[config.mk]
export PLATFORM = sky130hd
export DESIGN_NAME = store_buffer
export DESIGN_NICKNAME = d
export VERILOG_FILES = /design/src/rtl/store_buffer.sv
export SDC_FILE = /design/constraint.sdc
export NUM_CORES = 1
export LEC_CHECK = 0
export ABC_CLOCK_PERIOD_IN_PS = 7850
export BUFFER_PORTS_ARGS = -buffer_cell sky130_fd_sc_hd__buf_2
export CAP_MARGIN = 20
export CORE_MARGIN = 2
export CORE_UTILIZATION = 57
export CTS_BUF_LIST = sky130_fd_sc_hd__clkbuf_2 sky130_fd_sc_hd__clkbuf_4 sky130_fd_sc_hd__clkbuf_8
export CTS_CLUSTER_SIZE = 28
export DETAILED_ROUTE_END_ITERATION = 16
export HOLD_SLACK_MARGIN = 0.02
export PLACE_DENSITY = 0.8
export SYNTH_ARGS = -nofsm -noshare
export SYNTH_HDL_FRONTEND = slang
export SYNTH_SLANG_ARGS = --single-unit
[constraint.sdc]
create_clock -name Clk -period 7.85 [get_ports Clk]
set_clock_uncertainty 0.2 [all_clocks]
set_input_delay 0.785 -clock Clk [delete_from_list [all_inputs] [get_ports Clk]]
set_output_delay 0.785 -clock Clk [all_outputs]
set_load 0.01 [all_outputs]
[src/rtl/store_buffer.sv]
// Store buffer: FIFO of pending stores draining to data memory,
// with combinational store-to-load forwarding and conflict stall.
module store_buffer #(
  parameter int DEPTH = 4
) (
  input  logic        Clk,
  input  logic        Reset,
  input  logic        St_valid,
  output logic        St_ready,
  input  logic [15:0] St_Ad,
  input  logic [31:0] St_Data,
  input  logic [1:0]  St_Size,
  input  logic        Ld_valid,
  input  logic [15:0] Ld_Ad,
  input  logic [1:0]  Ld_Size,
  output logic        Ld_hit,
  output logic [31:0] Ld_Data,
  output logic        Ld_stall,
  input  logic        Mem_busy,
  output logic [15:0] Mem_Ad,
  output logic [31:0] Mem_WrData,
  output logic [2:0]  Mem_Wr,
  output logic [3:0]  Count,
  output logic        Empty
);

  localparam int PW = (DEPTH > 1) ? $clog2(DEPTH) : 1;
  localparam logic [3:0] DEPTH_C = 4'(DEPTH);
  localparam logic [PW-1:0] LAST = PW'(DEPTH - 1);

  logic [15:0]      ad_q   [DEPTH];
  logic [31:0]      data_q [DEPTH];
  logic [1:0]       size_q [DEPTH];
  logic [DEPTH-1:0] vld_q, vld_d;
  logic [PW-1:0]    head_q, head_d;
  logic [PW-1:0]    tail_q, tail_d;
  logic [3:0]       cnt_q, cnt_d;

  logic push, pop;

  logic        y_found;
  logic        y_word;
  logic        y_exact;
  logic [31:0] y_data;
  logic [PW-1:0] idx;
  logic [15:0] dfw, dbw;

  assign Count    = cnt_q;
  assign Empty    = (cnt_q == 4'd0);
  assign St_ready = (cnt_q < DEPTH_C);
  assign push     = St_valid && St_ready;
  assign pop      = (Mem_Wr != 3'd0);

  // Drain port: head entry presented to memory when the port is free
  always_comb begin
    Mem_Ad     = ad_q[head_q];
    Mem_WrData = data_q[head_q];
    Mem_Wr     = 3'd0;
    if (!Empty && !Mem_busy) begin
      case (size_q[head_q])
        2'd1:    Mem_Wr = 3'd2;
        2'd2:    Mem_Wr = 3'd4;
        default: Mem_Wr = 3'd1;
      endcase
    end
  end

  // Pointer, valid and occupancy next-state
  always_comb begin
    vld_d  = vld_q;
    head_d = head_q;
    tail_d = tail_q;
    cnt_d  = cnt_q;
    if (pop) begin
      vld_d[head_q] = 1'b0;
      head_d = (head_q == LAST) ? '0 : head_q + 1'b1;
    end
    if (push) begin
      vld_d[tail_q] = 1'b1;
      tail_d = (tail_q == LAST) ? '0 : tail_q + 1'b1;
    end
    case ({push, pop})
      2'b10:   cnt_d = cnt_q + 4'd1;
      2'b01:   cnt_d = cnt_q - 4'd1;
      default: cnt_d = cnt_q;
    endcase
  end

  // Control state, cleared immediately on reset
  always_ff @(posedge Clk or negedge Reset) begin
    if (!Reset) begin
      vld_q  <= '0;
      head_q <= '0;
      tail_q <= '0;
      cnt_q  <= '0;
    end else begin
      vld_q  <= vld_d;
      head_q <= head_d;
      tail_q <= tail_d;
      cnt_q  <= cnt_d;
    end
  end

  // Entry payload, written at the tail on push; no reset needed
  always_ff @(posedge Clk) begin
    if (push) begin
      ad_q[tail_q]   <= St_Ad;
      data_q[tail_q] <= St_Data;
      size_q[tail_q] <= St_Size;
    end
  end

  // Walk entries oldest to youngest; last overlapping one wins
  always_comb begin
    y_found = 1'b0;
    y_word  = 1'b0;
    y_exact = 1'b0;
    y_data  = '0;
    idx     = '0;
    dfw     = '0;
    dbw     = '0;
    for (int k = 0; k < DEPTH; k++) begin
      idx = (32'(head_q) + 32'(k) >= 32'(DEPTH))
          ? PW'(32'(head_q) + 32'(k) - 32'(DEPTH))
          : PW'(32'(head_q) + 32'(k));
      dfw = ad_q[idx] - Ld_Ad;
      dbw = Ld_Ad - ad_q[idx];
      if (vld_q[idx] &&
          ((dfw < 16'd4) || (dbw >= 16'd1 && dbw <= 16'd3))) begin
        y_found = 1'b1;
        y_word  = (size_q[idx] == 2'd0) || (size_q[idx] == 2'd3);
        y_exact = (ad_q[idx] == Ld_Ad);
        y_data  = data_q[idx];
      end
    end
  end

  // Forwarding result: exact word match hits, other overlaps stall
  always_comb begin
    Ld_hit   = 1'b0;
    Ld_stall = 1'b0;
    Ld_Data  = '0;
    if (Ld_valid && y_found) begin
      if (y_word && y_exact) begin
        Ld_hit = 1'b1;
        case (Ld_Size)
          2'd1:    Ld_Data = {24'd0, y_data[7:0]};
          2'd2:    Ld_Data = {16'd0, y_data[15:0]};
          default: Ld_Data = y_data;
        endcase
      end else begin
        Ld_stall = 1'b1;
      end
    end
  end

endmodule

## Yosys cells after proc, flatten, opt, wreduce, memory -nomap -nowiden

Memory sizes are Yosys's and may differ from the RTL's.
Cells that the tools add are included.

| operators by class | value |
|---|---|
| add/subtract/negate cells | 19 |
| multipliers | 0 |
| div/mod/pow operators | 0 |
| magnitude comparators | 25 |
| equality and inequality tests | 16 |
| shifts and indexed selects | 0 |
| muxes and demuxes | 48 |
| bitwise gates (word level) | 3 |
| reductions and logical operators | 31 |

Operator list:

| cell | number |
|---|---|
| $mux W32 | 6 |
| $sub A16 B16 Y16 | 8 |
| $eq A16 B16 Y1 | 4 |
| $ge A16 B1 Y1 const B | 4 |
| $le A16 B2 Y1 const B | 4 |
| $lt A16 B3 Y1 const B | 4 |
| $pmux W32 S2 | 1 |
| $mux W1 | 24 |
| $eq A2 B2 Y1 const B | 9 |
| $lt A2 B3 Y1 const B | 6 |
| $logic_and A1 B1 Y1 | 14 |
| $mux W2 | 6 |
| $ge A3 B3 Y1 const B | 3 |
| $bmux W1 S2 | 4 |
| $logic_not A2 Y1 | 4 |
| $logic_or A1 B1 Y1 | 8 |
| $mux W4 | 2 |
| $pmux W4 S2 | 1 |
| $sub A2 B1 Y2 const B | 4 |
| $add A2 B2 Y3 const B | 2 |
| $eq A2 B1 Y1 const B | 3 |
| $pmux W3 S2 | 1 |
| $add A2 B1 Y2 const B | 2 |
| $add A4 B1 Y4 const B | 1 |
| 14 further kinds | 17 |

| word-level totals | value |
|---|---|
| register bits | 12 |
| bits in latches | 0 |
| bits in writable memories | 200 |
| ROM bits | 0 |
| input bits | 73 |
| word-level logic and storage cells | 149 |
| memories kept | 3 |

Memories:

| name | depth | bits a word | read ports | clocked after Yosys merged registers in | wr ports | line | source |
|---|---|---|---|---|---|---|---|
| data_q | 4 | 32 | 5 | 0 | 1 | 32 | `logic [31:0] data_q [DEPTH];` |
| ad_q | 4 | 16 | 5 | 0 | 1 | 31 | `logic [15:0] ad_q [DEPTH];` |
| size_q | 4 | 2 | 5 | 0 | 1 | 33 | `logic [1:0] size_q [DEPTH];` |

## Logic depth before layout (Yosys ltp)

An unclocked memory read counts as a cell.

| logic depth | value |
|---|---|
| depth after elaboration | 15 |
| mapped depth | 27 |
| depth with buffers taken out | 16 |

## Least setup slack after synthesis

Ideal clock, no wire load.

| timing | value |
|---|---|
| path kind | register to output |
| start | register head_q[1] |
| end | output Ld_Data[8] |
| data arrival time | 7651 ps |
| required time | 6865 ps |
| path slack | -786 ps |
| stages on the path, launching flop included | 23 |
| path buffers | 8 |
| path through | dfrtp_1 > buf_2 > buf_1 > clkbuf_1 > buf_1 > clkbuf_1 > inv_1 > ha_1 > buf_2 > buf_1 > buf_1 > mux4_2 > ha_1 > nor2b_1 > o211ai_1 > a31oi_1 > mux2_2 > or3b_1 > nor4_2 > a41oi_2 > mux2_2 > nand3_1 > a2111oi_0 |

| on the way | value |
|---|---|
| longest elaborated chain between the ends | 15 |
| elaborated cells on any way between the ends | 95 |

Ends and longest elaborated chain:

| item | line | source |
|---|---|---|
| from (decl) | 35 | `logic [PW-1:0] head_q, head_d;` |
| from (signal assigned) | 93 | `head_q <= '0;` |
| from (signal assigned) | 98 | `head_q <= head_d;` |
| $add A2 B1 Y3 (tied with other cells) | 124, 125 |  |
| $ge A3 B3 Y1 (tied with other cells) | 123 | `idx = (32'(head_q) + 32'(k) >= 32'(DEPTH))` |
| $mux W2 or $mem_v2 Z4 W16 (tied branches) | - |  |
| $mem_v2 Z4 W16 or $sub A16 B16 Y16 (tied branches) | - |  |
| $sub A16 B16 Y16 (tied with other cells) | 127 | `dbw = Ld_Ad - ad_q[idx];` |
| $ge A16 B1 Y1 (tied with other cells) | 129 | `((dfw < 16'd4) \|\| (dbw >= 16'd1 && dbw <= 16'd3))) begin` |
| $logic_and A1 B1 Y1 or $logic_or A1 B1 Y1 (tied branches) | 129 |  |
| $logic_or A1 B1 Y1 or $logic_and A1 B1 Y1 (tied branches) | 129, 128 |  |
| $logic_and A1 B1 Y1 (tied with other cells) | 128 | `if (vld_q[idx] &&` |
| $mux W32 or $mux W1 (tied branches) (3 in a row) | 128 |  |
| $pmux W32 S2 or $logic_and A1 B1 Y1 (tied branches) | 146, 144 |  |
| $mux W32 | 144 | `if (y_word && y_exact) begin` |
| $mux W32 (*) | 143 | `if (Ld_valid && y_found) begin` |
| to (decl) | 17 | `output logic [31:0] Ld_Data,` |

Mark *: on every way between the ends. The rest lies on a longest branch, timed or not. The select of a mux whose other input is x is not followed.

## Worst setup path in the final report

| timing | value |
|---|---|
| start | register head_q[0] |
| end | output Ld_Data[23] |

Same word-level chain as after synthesis.

==> results_dict.tcl <==
set metrics [dict create \
    p_leak_nw 8.11 \
    power.density_nw_per_um2 455 \
    fin_nets 2087 \
    cts_tree "done" \
    yosysTopAreaCellShare 0.300 \
    syn_area_per_cell_um2 11.3 \
    start_util 0.580 \
    cp_slowest_cell "nor4b_1" \
    cp-end-kind "output port" \
    syn_to_final_growth_pct 9.92 \
    yosysTopAreaCell "edfxtp_1" \
    hold_class "in -> reg" \
    finalSetupViolCount 0 \
    cts_num_sinks 212 \
    grt_antenna_before_repair 7 \
    cpMostUsedCell "mux2_2" \
    fmax_mhz 131 \
    yosysUniqueCellTypes 95 \
    drt_first_pass_iters 6 \
    worst-endpoint-required_ns 6.86 \
    core_um2 34500 \
    gp_congestion 1.02 \
    crit_type "reg -> out" \
    grt_remaining_overflow 0 \
    synth_top_family_by_area "multiplexers" \
    relSlewSlack 0.240 \
    fin_crit_sh 0.970 \
    vias 17100 \
    syn_inst 1766 \
    num_rows 68 \
    n_fill_cell 2662 \
    syn-num-nets 1980 \
    ys.flop_type "edfxtp_1" \
    synthAdderAreaFrac 0.0899 \
    report.final.slew_viol_count 0 \
    vias_per_cell 7.28 \
    yosys.area_share.simple 0.0976 \
    startpoint_type "flop" \
    outcome "completed" \
    dp_hpwl_um 47400 \
    hold-path-cell-count 1 \
    root_buffer "clkbuf_8" \
    synthXorXnorAreaFrac 0.0284 \
    synth_edf_count 200 \
    r2r-start "head_q[1]" \
    synthTopCellsByArea "edfxtp_1 30%, mux4_2 22%, ha_1 8.5%" \
    irDropWorstVdd_mv 0.327 \
    p_total_mw 10.0 \
    reg2reg_to "Count[3]" \
    async_reset_ff_frac 0.0566 \
    regToRegSetupSlack_ns 2.97 \
    synth-compound-area-share 0.174 \
    critPathCapture "Ld_Data[23]" \
    syn_area_um2 20000 \
    worstPathArrival_ns 6.63 \
    yosysMostFrequentCell "edfxtp_1" \
    routedWlPerCell_um 27.6 \
    dieArea_um2 36700 \
    drtAntennaViolNets 0 \
    final.min_clock_period_ns 7.62 \
    path_max_fanout 18 \
    h-tree-depth 2 \
    tns_ns 0 \
    yosysWarnings 0 \
    worst_r2r_path_depth 13 \
    rsz0062_at_grt "no" \
    drive_gt1_frac 0.281 \
    synthTopCellsByCount "200 x edfxtp_1, 199 x mux4_2, 136 x ha_1" \
    max_stage_delay_ns 0.59 \
    whs_ns 0.250 \
    grtUsageTotal 0.350 \
    holdCritStartpoint "St_Data[20]" \
    numCtsBuffers 34 \
    grt_pass1_wl_um 96400 \
    grt_max_degree 92 \
    drv_cap 0 \
    crit_chain "inv_1, ha_4, mux4_2, ha_1, nor2b_1, o211ai_1, a31oi_1, mux2_2, or4_1, nor4b_1, a31oi_4, buf_12, mux2_2, nand3_1, a211oi_1, buf_2" \
    clkSlewWorstSetupHoldPaths_ns 0.07 \
    routed_wl_um 64900 \
    drc 0 \
    die_h_um 191 \
    startpoint "head_q[0]" \
    hold_violations 0 \
    worst_pin_slew_ns 1.14 \
    grt_pass1_vias 16000 \
    ys_seq_area_frac 0.315 \
    clock_latency_ns 0.53 \
    port-buffer-count 163 \
    ys_seq_elements 212 \
    die_width_um 191 \
    clock_path_buffers 3 \
    drtIter0Drc 1856 \
    synthMuxAreaShare 0.246 \
    io_pins 164 \
]
==> layout make-up <==
| cell class | instances | area [um^2] | share of cell area |
|---|---|---|---|
| diodes | 2 | 5.00 | 0.000227 |
| repair buffers | 196 | 1150 | 0.0524 |
| flip-flops and latches | 212 | 6310 | 0.287 |
| clock inverters | 17 | 143 | 0.00648 |
| well taps | 455 | 569 | 0.0259 |
| clock buffers | 43 | 548 | 0.0249 |
| inverters | 115 | 432 | 0.0196 |
| multi-input cells | 1314 | 12900 | 0.584 |
==> worst min-delay path by stage <==
stage | end | slack (ns)
floorplan | Count[0] | 0.29
global placement | Count[3] | 0.31
detailed placement | Count[3] | 0.33
CTS | data_q[0][20] | 0.23
global route | data_q[1][10] | 0.25
finish | data_q[0][20] | 0.25
==> layout by cell type, fill, tap and decap left out, types with 7 or more instances in the layout <==
master     synthesis  final
clkbuf_4           0      7
ha_1             136    135
o31ai_1            7      7
a211oi_1          72     72
a21o_1            33     33
nor2b_1           13     13
nand2b_1           8      8
o21bai_1          42     42
xnor2_1           36     36
o31a_1             9      9
buf_4              4     26
clkbuf_8           0     36
and2_1            10     10
or3_1             17     17
nand3_1           59     58
o21ai_0           68     68
edfxtp_1         200    200
o211ai_1          15     15
buf_2             35    163
clkinv_2           0      7
mux2_2            35     35
nor4_1            18     18
nor2_1            68     67
a2111oi_2          2      9
nand4_1           28     28
inv_1            115    115
and4_1             8      8
o21a_1            21     21
a21oi_1          118    118
xor2_1            24     24
dfrtp_1           12     10
a221oi_1           9      9
nand2_1           80     80
o2111ai_1          9      9
mux4_2           199    199
nor3_1            23     23
a31oi_1           12     11
==> routing by layer <==
metal  vias up  track usage  part of all wire
met5         -            0           0.00074
met3       170       0.0613              0.11
met4         8        0.136             0.041
met2      1189        0.554              0.47
li1       7311            -                 -
met1      8456        0.484              0.38
==> cells by family (layout without fill, tap and decap cells) <==
logic type	after synthesis	after routing
DFF	212	212
other	0	2
xor gates and xnor gates	62	62
and+or+nand+nor	371	371
buffers and inverters	240	371
AOI/OAI and AO/OA	500	500
adders and majority gates	141	141
muxes	240	240
==> timing repair <==
action / CTS / global route
hold buffers: 1 / 0
setup endpoints to repair: 1 / 34
resized for setup: 1 / 2
gates cloned: 0 / 1
hold endpoints to repair: 12 / 0
setup buffers: 0 / 2
pin swaps: 0 / 1
==> per-stage QoR <==
step	instance area, um^2	cells	util	setup WS, ns
2_1_floorplan	20100	1766	-	0.0196
3_3_place_gp	21200	2288	0.615	0.576
3_5_place_dp	21200	2288	0.615	0.629
4_1_cts	21900	2349	0.635	0.0142
5_1_grt	22000	2354	0.638	0.0186
6_report	22000	2354	0.638	0.234
==> flip-flops by register name, indices dropped and copies added, names as in the netlist <==
| register | cells |
|---|---|
| data_q | 128 |
| Count | 4 |
| ad_q | 64 |
| head_q | 2 |
| vld_q | 4 |
| size_q | 8 |
| tail_q | 2 |
==> power by group <==
part           leakage, nW  internal, mW  switching, mW
Sequential            1.95          1.41          0.134
Clock                0.362         0.530          0.450
Combinational         5.79          3.09           4.41
==> critical path, delay by kind of cell (launching register included) <==
family / cells / cell delay (ns)
flip-flops: 1 / 0.57
adder cells (fa/ha/maj): 2 / 0.84
buffers and inverters: 3 / 0.66
AO/OA/AOI/OAI: 4 / 1.36
multiplexers: 3 / 1.20
AND/OR/NAND/NOR: 4 / 1.45
(Power assumes the default switching activity.)
